--- src/rtl/despachador_colas.sv ---
// despachador_colas: weighted burst dispatcher. It takes one arbiter grant and
// pops up to that queue's weight in words from the granted FWFT FIFO. The words
// go out through a one-word registered valid/ready stage. When the burst ends,
// avanzar pulses so the arbiter moves on.
//
// Optional feature (macro DESPACHADOR_SALTO_VACIO_EN): an empty or out-of-range
// grant is answered by avanzar in the grant cycle itself. Without the macro,
// such a grant takes the full IDLE->TRANSFER->RELEASE path with zero pops.
//
// Ports:
//   clk, rst          clock (rising edge), synchronous active-low reset
//   enb               global enable for grant acceptance and pops
//   selector          granted queue index
//   selector_enb      grant valid
//   pesos_cola        per-queue weights, queue i at [i*W +: W]
//   buf_empty         FIFO empty flags
//   buf_data          FIFO heads, queue i at [i*DATA_BITS +: DATA_BITS]
//   pop               one-hot FIFO read strobe (combinational)
//   avanzar           one-cycle grant-finished pulse (combinational)
//   data_out          registered output word
//   valid_out         registered output valid
//   ready_in          downstream ready
//   busy              state != IDLE
module despachador_colas #(
  parameter int unsigned QUEUE_QUANTITY = 4,
  parameter int unsigned DATA_BITS      = 8,
  parameter int unsigned MAX_WEIGHT     = 64,
  localparam int unsigned S = $clog2(QUEUE_QUANTITY),
  localparam int unsigned W = $clog2(MAX_WEIGHT)
) (
  input  logic                                clk,
  input  logic                                rst,
  input  logic                                enb,
  input  logic [S-1:0]                        selector,
  input  logic                                selector_enb,
  input  logic [QUEUE_QUANTITY*W-1:0]         pesos_cola,
  input  logic [QUEUE_QUANTITY-1:0]           buf_empty,
  input  logic [QUEUE_QUANTITY*DATA_BITS-1:0] buf_data,
  output logic [QUEUE_QUANTITY-1:0]           pop,
  output logic                                avanzar,
  output logic [DATA_BITS-1:0]                data_out,
  output logic                                valid_out,
  input  logic                                ready_in,
  output logic                                busy
);

  typedef enum logic [1:0] {IDLE, TRANSFER, RELEASE} state_t;

  state_t               state;
  state_t               state_next;
  logic [S-1:0]         sel;
  logic [W-1:0]         restante;
  logic                 sel_empty;
  logic [DATA_BITS-1:0] sel_data;
  logic                 grant_in_range;
  logic                 grant_empty;
  logic [W-1:0]         grant_peso;
  logic                 grant_ok;
  logic                 grant_skip;
  logic                 load;
  logic                 slot_free;
  logic                 do_pop;

  // Queue lookups by index. Out-of-range indices read as empty queues.
  always_comb begin
    sel_empty      = 1'b1;
    sel_data       = '0;
    grant_in_range = 1'b0;
    grant_empty    = 1'b1;
    grant_peso     = '0;
    for (int unsigned i = 0; i < QUEUE_QUANTITY; i++) begin
      if (sel == S'(i)) begin
        sel_empty = buf_empty[i];
        sel_data  = buf_data[i*DATA_BITS +: DATA_BITS];
      end
      if (selector == S'(i)) begin
        grant_in_range = 1'b1;
        grant_empty    = buf_empty[i];
        grant_peso     = pesos_cola[i*W +: W];
      end
    end
  end

  assign grant_ok  = (state == IDLE) && enb && selector_enb;
  assign slot_free = !valid_out || ready_in;
  assign do_pop    = (state == TRANSFER) && enb && slot_free && !sel_empty &&
                     (restante != '0);

`ifdef DESPACHADOR_SALTO_VACIO_EN
  assign grant_skip = grant_ok && (!grant_in_range || grant_empty);
`else
  assign grant_skip = 1'b0;
`endif
  assign load = grant_ok && !grant_skip;

  // State register.
  always_ff @(posedge clk) begin
    if (!rst) state <= IDLE;
    else      state <= state_next;
  end

  // Next-state logic. Early release waits for a free slot so that the empty
  // flag is not judged while a word is still pending downstream.
  always_comb begin
    state_next = state;
    case (state)
      IDLE:     if (load) state_next = TRANSFER;
      TRANSFER: begin
        if (enb) begin
          if (do_pop && (restante == W'(1)))           state_next = RELEASE;
          else if (!do_pop && slot_free && sel_empty)  state_next = RELEASE;
        end
      end
      RELEASE:  if (enb) state_next = IDLE;
      default:  state_next = IDLE;
    endcase
  end

  // Combinational outputs decoded from state.
  always_comb begin
    pop     = '0;
    avanzar = grant_skip || ((state == RELEASE) && enb);
    for (int unsigned i = 0; i < QUEUE_QUANTITY; i++) begin
      if (do_pop && (sel == S'(i))) pop[i] = 1'b1;
    end
  end

  assign busy = (state != IDLE);

  // Grant latch, burst counter and output register. A zero weight counts as one.
  always_ff @(posedge clk) begin
    if (!rst) begin
      sel       <= '0;
      restante  <= '0;
      data_out  <= '0;
      valid_out <= 1'b0;
    end else begin
      if (load) begin
        sel      <= selector;
        restante <= (grant_peso == '0) ? W'(1) : grant_peso;
      end else if (do_pop) begin
        restante <= restante - W'(1);
      end
      if (do_pop) begin
        data_out  <= sel_data;
        valid_out <= 1'b1;
      end else if (valid_out && ready_in) begin
        valid_out <= 1'b0;
      end
    end
  end

endmodule

--- config.mk ---
export PLATFORM = sky130hd
export DESIGN_NAME = despachador_colas
export DESIGN_NICKNAME = d
export VERILOG_FILES = /design/src/rtl/despachador_colas.sv
export SDC_FILE = /design/constraint.sdc
export NUM_CORES = 1
export LEC_CHECK = 0
export CORE_UTILIZATION = 40
export DETAILED_ROUTE_END_ITERATION = 7
export GPL_ROUTABILITY_DRIVEN = 0
export PLACE_DENSITY = 0.89
export SLEW_MARGIN = 20
export SYNTH_ARGS = -nofsm -noshare
export SYNTH_HDL_FRONTEND = slang
export SYNTH_SLANG_ARGS = --single-unit
--- constraint.sdc ---
create_clock -name clk -period 6.9 [get_ports clk]
set_input_delay 1.035 -clock clk [delete_from_list [all_inputs] [get_ports clk]]
set_output_delay 1.035 -clock clk [all_outputs]
set_load 0.01 [all_outputs]
==> impl_metrics.csv <==
group,metric,value,unit
clocking,cts.sinks,19,
yosys,yosysSeqAreaShare,28.5,%
clocking,post-cts-setup-buffer-count,0,
yosys,syn-mean-instance-area,9.45,sq um
sta,period_share,70.6,%
routing,drt_iter0_drc,63,
routing,avgRoutedWirePerCell,15.4,um
job,cap_violations,0,
clocking,cts-root-buf,"sky130_fd_sc_hd__clkbuf_4",
status,run_status,"finished clean",
pwr,clkPwrFrac,22.4,%
place,portBuffers,81,
routing,wl,4010,um
sta,worst_slew_slack_as_a_fraction_of_its_limit,44.2,%
sta,setup_repair_after_global_routing_missed_its_margin,"false",
pwr,irDropWorstVdd,0.0741,mV
yosys,synth_edf_count,0,
worst_setup_path,critical_path_at,3.84,ns
routing,met2_wirelength,2030,um
yosys,synth.cells.most_frequent,"sky130_fd_sc_hd__nand2_1, sky130_fd_sc_hd__dfxtp_1, sky130_fd_sc_hd__a21oi_1",
clocking,ctsHoldBuffers,0,
clocking,cts_tree,"built",
clocking,clkSlewWorstSetupHoldPaths,0.12,ns
worst_setup_path,worst-endpoint-required,5.86,ns
yosys,yosys_warnings,0,
routing,met1_length,1720,um
die,dieArea,0.00357,sq mm
worst_setup_path,setup.worst_path.start_class,"input pin",
yosys,synthDistinctLibCells,33,
yosys,synth_most_common_cell,"sky130_fd_sc_hd__nand2_1",
sta,timing.final.hold_violations,0,
pwr,power.net_switching,0.0000782,W
sta,tns,0,ns
yosys,synth_seq_cells,19,
die,initial_standard_cell_utilization_of_the_core,42.9,%
clocking,htree_num_levels,1,
die,chipHeight,59.7,um
sta,max_freq,205,MHz
pwr,power_frac_seq,44.4,%
final_layout,number_of_antenna_cells_inserted,0,
routing,first_pass_iters,5,
yosys,async_flop_share,0,%
pwr,static-leakage-power,0.750,nW
grt,globalRouteTotalUtil,23.6,%
worst_hold_path,holdCritPathClass,"register to register",
routing,drc,0,
yosys,synth.net_count,211,
routing,route.detailed.vias_per_inst,5.47,
yosys,synth_top_flop_cell,"sky130_fd_sc_hd__dfxtp_1",
grt,first_global_vias,1400,
yosys,syn_inst_count,141,
final_layout,final_core_util,70.0,%
yosys,synth.area.top_cells,"sky130_fd_sc_hd__dfxtp_1, sky130_fd_sc_hd__mux4_2, sky130_fd_sc_hd__nand2_1",
grt,grt_first_pass_wirelength,6270,um
grt,grt_antenna_before_repair,0,
routing,met3_wirelength_from_detailed_routing,176,um
routing,final_antenna_net_count,0,
sta,setup_violations,0,
die,ios,82,
die,dieWidth,59.7,um
final_layout,syn_to_final_growth,62.9,%
yosys,synth_top_area_share,28.5,%
pwr,switching_share,28.6,%
sta,final.setup_skew,0.00693,ns
clocking,cts_buffers,3,
pwr,cellInternalPower,0.000195,W
die,rows,20,
yosys,synth.cell_area,0.00133,sq mm
final_layout,layout.nets,287,
pwr,power.share.combinational,33.1,%
routing,highest_layer,"met4",
clocking,cts_buffer_depth,2,
yosys,post-synth-top-area-cell,"sky130_fd_sc_hd__dfxtp_1",
sta,period_minus_slack,4.87,ns
grt,grt.overflow.total,0,
worst_setup_path,critical_path_peak_fanout,17,
pwr,p_per_area,126,mW/mm^2
worst_setup_path,worstSetupPathType,"input pin to output port",
final_layout,drive_gt1_share,9.72,%
final_layout,n_fill_cell,253,
place,detailed_place_hpwl,3100,um
clocking,clk-insertion-delay-late,0.32,ns
die,coreArea,0.00310,sq mm
sta,worst_slew_pin_slew,0.824,ns
grt,grt_start_max_net_pins,18,
routing,vias,1423,
sta,slew_violations,0,
worst_setup_path,worst_setup_path_end_kind,"output port",
clocking,post_cts_resized,0,
metal layers:
metal / track usage (%) / vias to the layer above
met5: 0 / -
met4: 11.3 / 0
met3: 3.46 / 9
met2: 40.0 / 56
met1: 29.4 / 683
li1: - / 675
cells in the final DEF, fill, tap and decap left out, types with 3 or more instances in the layout:
master                            Yosys  routed
sky130_fd_sc_hd__a21oi_1             16      16
sky130_fd_sc_hd__a31oi_1              3       3
sky130_fd_sc_hd__clkbuf_4             0       3
sky130_fd_sc_hd__clkdlybuf4s50_1      0      81
sky130_fd_sc_hd__dfxtp_1             19      19
sky130_fd_sc_hd__ha_1                 3       3
sky130_fd_sc_hd__inv_1                5       5
sky130_fd_sc_hd__mux4_1               3       3
sky130_fd_sc_hd__mux4_2              12      12
sky130_fd_sc_hd__nand2_1             27      27
sky130_fd_sc_hd__nand3_1              6       6
sky130_fd_sc_hd__nor2_1               6       6
sky130_fd_sc_hd__nor3_1               7       7
sky130_fd_sc_hd__o21a_1               3       3
through the flow:
stage / hold slack [ns] / power (W) / std cells / setup slack (ns) / instance area [sq um]
final: 0.465 / 0.000274 / 260 / 2.03 / 2170
after floorplan: 0.461 / 0.000166 / 141 / 3.07 / 1330
after global placement: 0.441 / 0.000212 / 256 / 2.11 / 2140
after global routing: 0.492 / 0.000285 / 260 / 1.89 / 2170
after detailed placement: 0.448 / 0.000213 / 256 / 2.06 / 2140
after CTS: 0.465 / 0.000272 / 260 / 2.06 / 2160
path summary, 6_finish.rpt:
kind	slack (ns)	endpoint	cells after the start	from
setup reg to reg	3.92	restante[5]$_SDFFE_PN0P_	5	sel[0]$_SDFFE_PN0P_
hold reg to reg	0.46	data_out[7]$_SDFFE_PN0P_	2	data_out[7]$_SDFFE_PN0P_
hold / removal	0.46	data_out[7]$_SDFFE_PN0P_	2	data_out[7]$_SDFFE_PN0P_
setup / recovery	2.03	pop[2]	6	buf_empty[3]
state kept, by name, indices dropped and copies added (netlist names):
register	flops
valid_out	1
state	2
data_out	8
restante	6
sel	2
power groups by stage:
stage	logic (W)	clock network [W]	registers (W)
after global placement	0.0000880	0	0.000124
final	0.0000907	0.0000613	0.000122
after detailed placement	0.0000894	0	0.000124
after global routing	0.0000970	0.0000655	0.000123
after floorplan	0.0000445	0	0.000121
after CTS	0.0000899	0.0000610	0.000121
critical path, stage by stage:
cell and delay, ns:
sky130_fd_sc_hd__clkdlybuf4s50_1 0.43, sky130_fd_sc_hd__mux4_2 0.49, sky130_fd_sc_hd__or4b_4 0.57, sky130_fd_sc_hd__or2_1 0.49
sky130_fd_sc_hd__nor3b_2 0.26, sky130_fd_sc_hd__clkdlybuf4s50_1 0.55
cell type report:
class                           count  area, sq um  area share [%]
Clock buffer                        3         22.5            1.04
Tap cell                           44         55.1            2.54
Clock inverter                      1         5.00           0.231
Sequential cell                    19          380            17.5
Inverter                            5         18.8           0.865
Multi-Input combinational cell    107          878            40.5
Timing Repair Buffer               81          811            37.3
cell families (layout without fill, tap and decap cells):
| group | after synthesis | in the layout | share of synthesized area, % |
|---|---|---|---|
| multiplexers | 15 | 15 | 26.2 |
| flip-flops | 19 | 19 | 28.5 |
| AND/OR/NAND/NOR | 60 | 60 | 22.3 |
| buffers and inverters | 15 | 90 | 6.01 |
| adder cells (fa/ha/maj) | 3 | 3 | 2.82 |
| AO/OA/AOI/OAI | 29 | 29 | 14.1 |
Power figures use the tool's default switching activity.
